<file path="config.mk">
export PLATFORM = sky130hd
export DESIGN_NAME = addr_mux_arbiter
export DESIGN_NICKNAME = d
export VERILOG_FILES = /design/src/rtl/addr_mux_arbiter_pkg.sv /design/src/rtl/addr_mux_arbiter_mux12.sv /design/src/rtl/addr_mux_arbiter.sv
export SDC_FILE = /design/constraint.sdc
export NUM_CORES = 1
export LEC_CHECK = 0
export ABC_AREA = 1
export CAP_MARGIN = 10
export CORE_AREA = 2 2 64 66
export DETAILED_ROUTE_END_ITERATION = 10
export DIE_AREA = 0 0 66 68
export GPL_ROUTABILITY_DRIVEN = 0
export PLACE_DENSITY = 0.73
export SYNTH_ARGS = -nofsm -noshare
export SYNTH_HDL_FRONTEND = slang
export SYNTH_HIERARCHICAL = 1
export SYNTH_SLANG_ARGS = --single-unit
</file>
<file path="constraint.sdc">
create_clock -name clk -period 1.7 [get_ports clk]
set_clock_uncertainty 0.05 [all_clocks]
set_input_delay 0.255 -clock clk [delete_from_list [all_inputs] [get_ports clk]]
set_output_delay 0.255 -clock clk [all_outputs]
set_load 0.01 [all_outputs]
</file>
<file path="src/rtl/addr_mux_arbiter_pkg.sv">
// Shared types for the two-requester memory address arbiter.
// Holds the FSM state encoding, the owner encoding and the arbitration helper.
package addr_mux_arbiter_pkg;

    typedef enum logic [1:0] {
        ST_IDLE    = 2'b00,
        ST_GRANT   = 2'b01,
        ST_RELEASE = 2'b10
    } state_t;

    localparam logic OWNER_A   = 1'b1;
    localparam logic OWNER_B   = 1'b0;
    localparam int   CntWidth  = 8;

    // A lone requester always wins; a tie goes to A under fixed priority, otherwise to whoever did not own the bus last.
    function automatic logic pick_owner(input logic a_req, input logic b_req,
                                        input logic fixed_prio, input logic last_owner);
        logic owner;
        if (a_req && !b_req) begin
            owner = OWNER_A;
        end else if (b_req && !a_req) begin
            owner = OWNER_B;
        end else if (fixed_prio) begin
            owner = OWNER_A;
        end else begin
            owner = (last_owner == OWNER_A) ? OWNER_B : OWNER_A;
        end
        return owner;
    endfunction

endpackage

</file>
<file path="src/rtl/addr_mux_arbiter_mux12.sv">
// Two-to-one address multiplexer feeding the memory address bus.
// Latency: combinational. Backpressure: none, pure datapath.
// The select comes from a register upstream, so the output only moves when ownership changes.
module MUX12 #(
    parameter int AddrWidth = 24
) (
    input  logic [AddrWidth-1:0] A_in,
    input  logic [AddrWidth-1:0] B_in,
    input  logic                 A_Select,
    output logic [AddrWidth-1:0] mux_out
);

    assign mux_out = A_Select ? A_in : B_in;

endmodule

</file>
<file path="src/rtl/addr_mux_arbiter.sv">
// Arbitrates data port A and fetch port B onto one memory address path, with an ack timeout.
// Latency: grant one cycle after req; done/timeout one cycle after mem_ack or the last timeout cycle.
// Backpressure: requesters hold req until done; memory stalls by withholding mem_ack up to TimeoutCycles.
module addr_mux_arbiter
    import addr_mux_arbiter_pkg::*;
#(
    parameter int AddrWidth     = 24,
    parameter bit FixedPriority = 1'b0,
    parameter int TimeoutCycles = 255
) (
    input  logic                 clk,
    input  logic                 reset_n,
    input  logic                 a_req,
    input  logic [AddrWidth-1:0] a_addr,
    output logic                 a_gnt,
    output logic                 a_done,
    input  logic                 b_req,
    input  logic [AddrWidth-1:0] b_addr,
    output logic                 b_gnt,
    output logic                 b_done,
    input  logic                 mem_ack,
    output logic                 mem_valid,
    output logic [AddrWidth-1:0] mem_addr,
    output logic                 a_select,
    output logic                 timeout_err
);

    // The counter starts at zero in the first GRANT cycle, so the last permitted cycle sees TimeoutCycles-1.
    localparam logic [CntWidth-1:0] TimeoutLimit = CntWidth'(TimeoutCycles - 1);
    localparam logic [CntWidth-1:0] CntMax       = {CntWidth{1'b1}};

    state_t              state_q, state_d;
    logic                owner_q, owner_d;
    logic                last_owner_q, last_owner_d;
    logic [CntWidth-1:0] cnt_q, cnt_d;
    logic                a_gnt_d, b_gnt_d, a_done_d, b_done_d;
    logic                mem_valid_d, a_select_d, timeout_err_d;
    logic                winner;

    assign winner = pick_owner(a_req, b_req, FixedPriority, last_owner_q);

    always_comb begin
        state_d       = state_q;
        owner_d       = owner_q;
        last_owner_d  = last_owner_q;
        cnt_d         = cnt_q;
        a_gnt_d       = a_gnt;
        b_gnt_d       = b_gnt;
        mem_valid_d   = mem_valid;
        a_select_d    = a_select;
        a_done_d      = 1'b0;
        b_done_d      = 1'b0;
        timeout_err_d = 1'b0;

        case (state_q)
            ST_IDLE: begin
                if (a_req || b_req) begin
                    state_d     = ST_GRANT;
                    owner_d     = winner;
                    cnt_d       = '0;
                    a_select_d  = (winner == OWNER_A);
                    a_gnt_d     = (winner == OWNER_A);
                    b_gnt_d     = (winner == OWNER_B);
                    mem_valid_d = 1'b1;
                end
            end
            ST_GRANT: begin
                cnt_d = (cnt_q == CntMax) ? cnt_q : cnt_q + 1'b1;
                // An ack on the final permitted cycle still counts as a normal completion.
                if (mem_ack || (cnt_q == TimeoutLimit)) begin
                    state_d       = ST_RELEASE;
                    a_gnt_d       = 1'b0;
                    b_gnt_d       = 1'b0;
                    mem_valid_d   = 1'b0;
                    a_done_d      = (owner_q == OWNER_A);
                    b_done_d      = (owner_q == OWNER_B);
                    last_owner_d  = owner_q;
                    timeout_err_d = !mem_ack;
                end
            end
            ST_RELEASE: begin
                state_d = ST_IDLE;
            end
            default: begin
                state_d = ST_IDLE;
            end
        endcase
    end

    always_ff @(posedge clk or negedge reset_n) begin
        if (!reset_n) begin
            state_q      <= ST_IDLE;
            owner_q      <= OWNER_B;
            last_owner_q <= OWNER_B;
            cnt_q        <= '0;
            a_gnt        <= 1'b0;
            b_gnt        <= 1'b0;
            a_done       <= 1'b0;
            b_done       <= 1'b0;
            mem_valid    <= 1'b0;
            a_select     <= 1'b0;
            timeout_err  <= 1'b0;
        end else begin
            state_q      <= state_d;
            owner_q      <= owner_d;
            last_owner_q <= last_owner_d;
            cnt_q        <= cnt_d;
            a_gnt        <= a_gnt_d;
            b_gnt        <= b_gnt_d;
            a_done       <= a_done_d;
            b_done       <= b_done_d;
            mem_valid    <= mem_valid_d;
            a_select     <= a_select_d;
            timeout_err  <= timeout_err_d;
        end
    end

    MUX12 #(
        .AddrWidth(AddrWidth)
    ) u_addr_mux (
        .A_in    (a_addr),
        .B_in    (b_addr),
        .A_Select(a_select),
        .mux_out (mem_addr)
    );

endmodule

</file>
Yosys cells after proc, flatten, opt, wreduce, memory -nomap -nowiden
Cells that the tools add are included.
{ "word_totals": {"ff_bits": 18, "input_bits": 53} }
{ "op_classes": {"n_eq_ne": 6, "n_mux": 23, "n_reduce_logical": 14, "add_sub_neg": 1, "bitwise_logic": 2} }
{ "op_table": {"columns": ["operator", "count"], "rows": [
  ["24-bit two-way mux", 1],
  ["8-bit equality test (second input constant)", 2],
  ["8-bit two-way mux", 2],
  ["8-bit case mux with 2 select lines", 1],
  ["1-bit two-way mux", 13],
  ["8-bit by 1-bit adder with 8-bit output (second input constant)", 1],
  ["2-bit inequality test (second input constant)", 3],
  ["1-bit case mux with 2 select lines", 3],
  ["2-bit AND reduction", 3],
  ["3-bit AND reduction", 2],
  ["2-bit two-way mux", 2],
  ["2-bit case mux with 2 select lines", 1],
  ["1-bit logical NOT", 3],
  ["2-bit by 1-bit equality test with 1-bit output (second input constant)", 1],
  ["1-bit logical AND", 2],
  ["2-bit logical NOT", 1],
  ["1-bit logical OR", 2],
  ["1-bit inverter", 2],
  ["2-bit nonzero test", 1]
]} }

Depth between registers and ports, before layout
Gate-level depths: netlist of run 1.
{ "depth": {"word_depth": 7, "depth_mapped": 9} }

Cells and area by module
The synthesis of run 1 kept the hierarchy.
{ "by_module_without_submodules": {"columns": ["mod", "instances", "cells_each", "area_each_um2"], "rows": [
  ["addr_mux_arbiter", 1, 111, 938.4],
  ["MUX12", 1, 78, 374.1]
]} }

Worst setup path after synthesis of run 1
No wires, ideal clock.
{ "synth_path": {"path_kind": "flip-flop to flip-flop", "from": "register cnt_q[0]", "to": "register last_owner_q", "setup_ps": 118, "arrival_ps": 1098, "period_less_slack_ps": 1265, "slack_ps": 435, "path_buffers": 0, "path_stages_with_launch": 10, "cell_sequence": "dfrtp_1 > inv_1 > ha_1 > inv_1 > nor2_1 > nand2_2 > nand2_2 > nand2_4 > nand2_1 > o21ai_2"} }
{ "synth_between": {"elab_chain_cells": 3} }
{ "synth_rtl": {"columns": ["element", "line", "rtl"], "rows": [
  ["from (decl)", "addr_mux_arbiter.sv:35", "logic [CntWidth-1:0] cnt_q, cnt_d;"],
  ["from (signal assigned)", "addr_mux_arbiter.sv:107", "cnt_q <= cnt_d;"],
  ["8-bit equality test", "addr_mux_arbiter.sv:70", "if (mem_ack || (cnt_q == TimeoutLimit)) begin"],
  ["1-bit logical OR", "addr_mux_arbiter.sv:70", null],
  ["2-bit AND reduction (no line)", null, null],
  ["to (signal assigned)", "addr_mux_arbiter.sv:106", "last_owner_q <= last_owner_d;"],
  ["to (decl)", "addr_mux_arbiter.sv:34", "logic last_owner_q, last_owner_d;"]
]} }
No other way between the ends.
A chain may end at the register's enable or synchronous reset.

==> flow_metrics.py, run 1 <==
metrics = {
    "routing": {
        "drt_iter0_markers": 27,
        "routed.top_layer": "met4",
        "wl_met3_microns": 492,
        "met1_length_mm": 1.46,
        "postRouteAntennaNets": 0,
        "wl_met2_mm": 1.61,
        "wire_per_inst_microns": 10.9,
        "postRouteWirelength_mm": 3.58,
        "vias_per_cell": 4.38,
        "first_pass_iters": 4,
        "via_count": 1437,
        "drc": 0,
    },
    "die": {
        "die_y_microns": 68,
        "initial_core_util": 0.340,
        "ios": 84,
        "die_x_microns": 66,
        "std_cell_rows": 23,
        "core_area_sq_mm": 0.00386,
        "die_area_sq_mm": 0.00449,
    },
    "global_route": {
        "grt_pass1_wl_mm": 5.33,
        "track_usage": 0.150,
        "grt_max_degree": 25,
        "antenna_found_initial": 0,
        "grt_pass1_vias": 1229,
        "overflow": 0,
    },
    "critical_path": {
        "end_kind": "output pin",
        "critPathMaxStageDelay_ps": 410,
        "worstReg2RegEnd": "b_gnt$_DFFE_PN0P_",
        "path_cells": "buf_12 -> buf_12 -> nand2_1 -> nand2_1 -> dlygate4sd2_1",
        "cp-startpoint": "owner_q$_DFFE_PN0P_",
        "crit_fanout": 15,
        "crit_path_top_delay_cell": "dfrtp_1",
        "critPathLaunchType": "register",
        "reg2reg_depth": 9,
        "reg2reg_from": "cnt_q[0]$_DFFE_PN0P_",
        "r2r_slack_ps": 320,
        "cp.arrival_ps": 1370,
        "crit_required_ps": 1390,
        "critPathKind": "reg2out",
        "cp-endpoint": "mem_addr[3]",
    },
    "cts": {
        "cts_buffers": 3,
        "cts_max_path_buffers": 2,
        "path_clk_slew_ps": 70,
        "clkLatencyLatePin_ps": 250,
        "htreeDepth": 1,
        "cts_root_buf": "clkbuf_8",
        "cts_tree": "built",
        "ctsHoldBuffers": 0,
        "cts_sinks": 18,
    },
    "logic_synthesis": {
        "syn_area_sq_mm": 0.00131,
        "synth_seq_cells": 18,
        "yosysWarnings": 6,
        "syn_nets": 244,
        "synth_area_leader_cell": "dfrtp_1",
        "synthTopCellsByCount": "92 x nand2_1, 18 x dfrtp_1, 16 x inv_1, 14 x nand2_2, 9 x nand3_1",
        "synth-main-ff-cell": "dfrtp_1",
        "synth_seq_area_share": 0.343,
        "synth.most_common_cell": "nand2_1",
        "synthCells": 189,
        "synth_top_area_frac": 0.343,
        "syn_avg_cell_area_sq_um": 6.94,
        "synthArstFlopShare": 1.00,
        "synth_edf_count": 0,
        "yosysUniqueCellTypes": 25,
        "synthTopCellsByArea": "dfrtp_1 34%, nand2_1 26%, nand2_2 6.7%",
    },
    "power": {
        "peakVddDrop_uv": 875,
        "static-leakage-power_nw": 1.15,
        "p_per_area_mw_per_mm2": 1220,
    },
    "sta": {
        "fin_crit_sh": 0.983,
        "maxClockFrequency_ghz": 0.599,
        "hold_viol_final": 0,
        "relSlewSlack": 0.834,
        "slew_violations": 0,
        "worstMarginPinSlew_ps": 249,
        "setup_viol": 0,
        "layout_min_cycle_time_ps": 1670,
    },
    "run": {
        "drv_cap": 0,
    },
    "finish": {
        "fillers": 380,
        "final_area_sq_mm": 0.00226,
        "num_antenna_cells": 0,
        "drive_above_1_share": 0.140,
        "area_delta_synth_final_pct": 72.0,
        "nNetsFinal": 334,
        "final_util": 0.585,
    },
    "status": {
        "status": "finished clean",
    },
    "placed_design": {
        "postPlaceCellArea_sq_mm": 0.00219,
        "dp_hpwl_mm": 2.87,
        "port_buffers": 83,
    },
    "hold_path": {
        "hp-class": "in2async",
    },
}
==> routing by layer <==
metal,track usage,vias up
met5,0,-
met4,0.0459,0
met3,0.0510,4
met2,0.261,63
met1,0.176,615
li1,-,755
==> final cells by class <==
cell class / instances / area (sq um) / area share
well taps: 50 / 62.6 / 0.0277
inverters: 18 / 83.8 / 0.0371
clock buffers: 4 / 55.1 / 0.0244
flip-flops and latches: 18 / 450 / 0.200
repair buffers: 90 / 886 / 0.392
multi-input cells: 148 / 719 / 0.319
==> report_power, final <==
part	leakage, nW	internal (mW)	switching [mW]
Sequential	0.235	0.546	0.0919
Clock	0.0288	0.206	0.143
Combinational	0.890	0.838	0.931
==> critical path, delay by kind of cell, from the launching register on <==
kind / cells / cell delay, ps
and+or+nand+nor: 2 / 120
buffers and inverters: 3 / 570
DFF: 1 / 410
==> registers in the layout, indices dropped and copies added (netlist names) <==
signal / flops
cnt_q: 8
b_done: 1
state_q: 2
a_gnt: 1
mem_valid: 1
b_gnt: 1
timeout_err: 1
owner_q: 1
last_owner_q: 1
a_done: 1
==> per-stage QoR <==
stage,worst slack [ps],hold WS [ps],TNS (ps),instances,power (mW)
2_1_floorplan,435,-90.6,0,189,1.69
3_3_place_gp,-5.00,414,-6.92,321,2.51
3_5_place_dp,-0.109,426,-0.109,321,2.53
4_1_cts,16.3,281,0,327,2.76
5_1_grt,-1.04,296,-2.94,328,2.99
6_report,29.4,272,0,328,2.76
==> kinds of logic after synthesis <==
| family | Yosys count | share of synthesized area |
|---|---|---|
| buffers and inverters | 23 | 0.109 |
| and+or+nand+nor | 133 | 0.455 |
| AOI/OAI and AO/OA | 12 | 0.0677 |
| xor gates and xnor gates | 1 | 0.00667 |
| adders and majority gates | 2 | 0.0191 |
| DFF | 18 | 0.343 |
==> cells in the final DEF (no fill, tap or decap) <==
cell type / Yosys / final
nor3_1: 2 / 2
clkdlybuf4s50_1: 0 / 58
dlygate4sd2_1: 0 / 18
nand3_1: 9 / 9
buf_12: 1 / 2
inv_16: 0 / 1
o21ai_2: 5 / 5
dfrtp_1: 18 / 18
clkdlybuf4s15_1: 0 / 7
nor2_4: 3 / 3
a21o_1: 1 / 1
a21oi_1: 2 / 2
nand2_1: 92 / 92
nand3_2: 1 / 1
ha_1: 2 / 2
o21bai_1: 2 / 2
nand4_1: 1 / 1
buf_4: 0 / 5
inv_2: 1 / 1
inv_1: 16 / 16
o21ai_0: 1 / 1
nor2_2: 1 / 1
nor2_1: 8 / 8
nand2_2: 14 / 14
nand2_4: 2 / 2
o211ai_1: 1 / 1
xnor2_1: 1 / 1
clkbuf_8: 1 / 4
==> worst min-delay path by stage <==
stage,start,endpoint,slack (ps)
final,reset_n,a_gnt$_DFFE_PN0P_,270
after detailed placement,mem_valid$_DFFE_PN0P_,mem_valid$_DFFE_PN0P_,430
after CTS,reset_n,mem_valid$_DFFE_PN0P_,280
after global routing,reset_n,a_gnt$_DFFE_PN0P_,300
after global placement,mem_valid$_DFFE_PN0P_,mem_valid$_DFFE_PN0P_,410
after floorplan,reset_n,a_done$_DFF_PN0_,-90
==> what timing repair did <==
item | CTS | global route
pin swaps | 0 | 0
gates resized for setup | 27 | 7
setup buffers | 2 | 1
setup endpoints to repair | 24 | 12
hold endpoints to repair | 0 | 0
No activity file was read; power rests on OpenSTA's default activity.
==> inputs of run 2 (changes only) <==
--- a/config.mk
+++ b/config.mk
@@ -7,12 +7,13 @@
 export LEC_CHECK = 0
 export ABC_AREA = 1
 export CAP_MARGIN = 10
-export CORE_AREA = 2 2 64 66
+export CORE_AREA = 2 2 67 69
 export DETAILED_ROUTE_END_ITERATION = 10
-export DIE_AREA = 0 0 66 68
+export DIE_AREA = 0 0 69 71
 export GPL_ROUTABILITY_DRIVEN = 0
-export PLACE_DENSITY = 0.73
+export PLACE_DENSITY = 0.7
 export SYNTH_ARGS = -nofsm -noshare
 export SYNTH_HDL_FRONTEND = slang
 export SYNTH_HIERARCHICAL = 1
 export SYNTH_SLANG_ARGS = --single-unit
+export TNS_END_PERCENT = 30
==> constraint.sdc (replaced) <==
create_clock -name clk -period 1.5 [get_ports clk]
set_clock_uncertainty 0.05 [all_clocks]
set_input_delay 0.225 -clock clk [delete_from_list [all_inputs] [get_ports clk]]
set_output_delay 0.225 -clock clk [all_outputs]
set_load 0.01 [all_outputs]
==> run 2 against run 1 <==
Effect of this change:
- the run now ends with setup timing left
- routed wire length is 8.2% higher
- critical path depth is 1 higher
- sequential share of layout area down 1.1 points
- critical endpoint is now mem_addr[9]
==> flow_metrics.py, run 2 (same netlist as run 1, synthesis figures left out) <==
metrics = {
    "status": {
        "status": "finished with violations",
        "violations": "setup timing",
    },
    "finish": {
        "nNetsFinal": 349,
        "num_antenna_cells": 0,
        "fillers": 392,
        "largest_register_ffs": 8,
        "layout_commonest_cell": "nand2_1",
        "regMostFlops": "cnt_q",
        "final_util": 0.571,
        "multi_input_area_sq_um": 774,
        "final_cells": 345,
        "mostFrequentLayoutCells": "76 x nand2_1, 58 x clkdlybuf4s50_1, 27 x nand2_2",
        "top_regs": "cnt_q x8, state_q x2",
        "area_delta_synth_final_pct": 82.9,
        "drive_above_1_share": 0.331,
        "register_area_sq_um": 452,
    },
    "sta": {
        "rsz0062_at_grt": "true",
        "fin_tns_setup_ps": -1160,
        "timing.final.ws_setup_ps": -104,
        "hold_viol_final": 0,
        "fin_crit_sh": 1.07,
        "setup_viol": 20,
        "slew_violations": 0,
        "maxClockFrequency_ghz": 0.624,
        "layout_min_cycle_time_ps": 1600,
        "worstMarginPinSlew_ps": 245,
        "relSlewSlack": 0.837,
    },
    "routing": {
        "vias_per_cell": 4.41,
        "first_pass_iters": 4,
        "drt_iter0_markers": 37,
        "via_count": 1521,
        "drc": 0,
        "wire_per_inst_microns": 11.2,
        "postRouteAntennaNets": 0,
        "postRouteWirelength_mm": 3.88,
    },
    "cts": {
        "clkLatencyLatePin_ps": 260,
        "cts_buffers": 3,
        "cts_tree": "built",
        "cts_sinks": 18,
        "path_clk_slew_ps": 70,
        "cts_max_path_buffers": 2,
        "ctsHoldBuffers": 0,
        "htreeDepth": 1,
        "cts_root_buf": "clkbuf_8",
    },
    "critical_path": {
        "cp_num_buf_inv": 4,
        "crit_fanout": 6,
        "reg2reg_depth": 6,
        "critPathLaunchType": "register",
        "path_cells": "buf_6 -> inv_6 -> clkbuf_16 -> nand2_2 -> nand2_1 -> buf_2",
        "reg2reg_from": "cnt_q[0]$_DFFE_PN0P_",
        "end_kind": "output pin",
        "crit_required_ps": 1220,
        "cp_top_family": "flip-flops",
        "worstReg2RegEnd": "cnt_q[1]$_DFFE_PN0P_",
        "crit_path_top_delay_cell": "dfrtp_2",
        "r2r_slack_ps": 140,
        "cp.arrival_ps": 1330,
        "critPathKind": "reg2out",
        "critPathMaxStageDelay_ps": 490,
        "cp-startpoint": "owner_q$_DFFE_PN0P_",
    },
    "power": {
        "p_per_area_mw_per_mm2": 1520,
        "static-leakage-power_nw": 1.24,
        "power_mw": 3.66,
        "peakVddDrop_uv": 892,
    },
    "global_route": {
        "grt_pass1_vias": 1373,
        "antenna_found_initial": 0,
        "overflow": 0,
        "track_usage": 0.154,
        "grt_max_degree": 19,
        "grt_pass1_wl_mm": 6.28,
    },
    "die": {
        "core_area_sq_mm": 0.00420,
        "die_x_microns": 69,
        "initial_core_util": 0.312,
        "std_cell_rows": 24,
        "ios": 84,
        "die_y_microns": 71,
        "die_area_sq_mm": 0.00490,
    },
    "placed_design": {
        "dp_cells": 325,
        "dp_hpwl_mm": 2.74,
        "port_buffers": 83,
        "dp_slack_ps": -147,
    },
    "hold_path": {
        "hp-class": "in2async",
    },
    "run": {
        "drv_cap": 0,
    },
}
==> run 2: changes by cell type in the layout (fill, tap and decap cells not counted), sizes merged <==
cell,previous run,this run
inv,18,19
dlygate4sd2,18,0
clkbuf,4,5
buf,7,45
clkdlybuf4s15,7,0
==> run 2: how the worst max path moves through the flow <==
| stage | endpoint | depth (start not counted) | slack (ps) |
|---|---|---|---|
| 2_1_floorplan | last_owner_q$_DFFE_PN0P_ | 9 | 230 |
| 3_3_place_gp | mem_addr[4] | 4 | -130 |
| 3_5_place_dp | mem_addr[20] | 4 | -150 |
| 4_1_cts | mem_addr[20] | 6 | -110 |
| 5_1_grt | mem_addr[9] | 6 | -150 |
| 6_report | mem_addr[9] | 6 | -100 |
==> run 2: timing repair <==
action                     in CTS  in global routing
setup buffers                  15                  1
resized for setup             125                 15
pin swaps                       2                  5
cloned                          3                  1
setup endpoints to repair      25                 24
==> run 2: stage by stage <==
step                      cell area, sq um  hold slack, ps
final                                 2400             245
after global routing                  2400             263
after detailed placement              2190             413
after global placement                2190             414
after CTS                             2370             253
after floorplan                       1310            -121
==> run 2: final cells by class <==
type	count	area share
Timing Repair Buffer	104	0.404
Multi-Input combinational cell	148	0.323
Sequential cell	18	0.188
Inverter	18	0.0313
Tap cell	52	0.0271
Clock buffer	4	0.0229
Timing Repair inverter	1	0.00365
==> run 2: worst reg2reg max path, cell delays in order, from the launching register on <==
cell and delay, ps:
dfrtp_1 420, ha_1 240, nand2_2 110, nor2_4 50, a21oi_1 240, inv_1 80, o21ai_2 100
==> run 2: routing by layer <==
layer  vias to the layer above  wire, microns  global-route usage
li1                        786              -                   -
met1                       667           1720               0.207
met2                        61           1870               0.250
met3                         7            237              0.0256
met4                         0             57              0.0588
met5                         -              0                   0
==> run 2: power by group <==
part           total (mW)  switching, mW  internal, mW  leakage, nW
Clock               0.399          0.165         0.234       0.0288
Combinational        2.50           1.20          1.30        0.975
Sequential          0.757          0.136         0.622        0.234
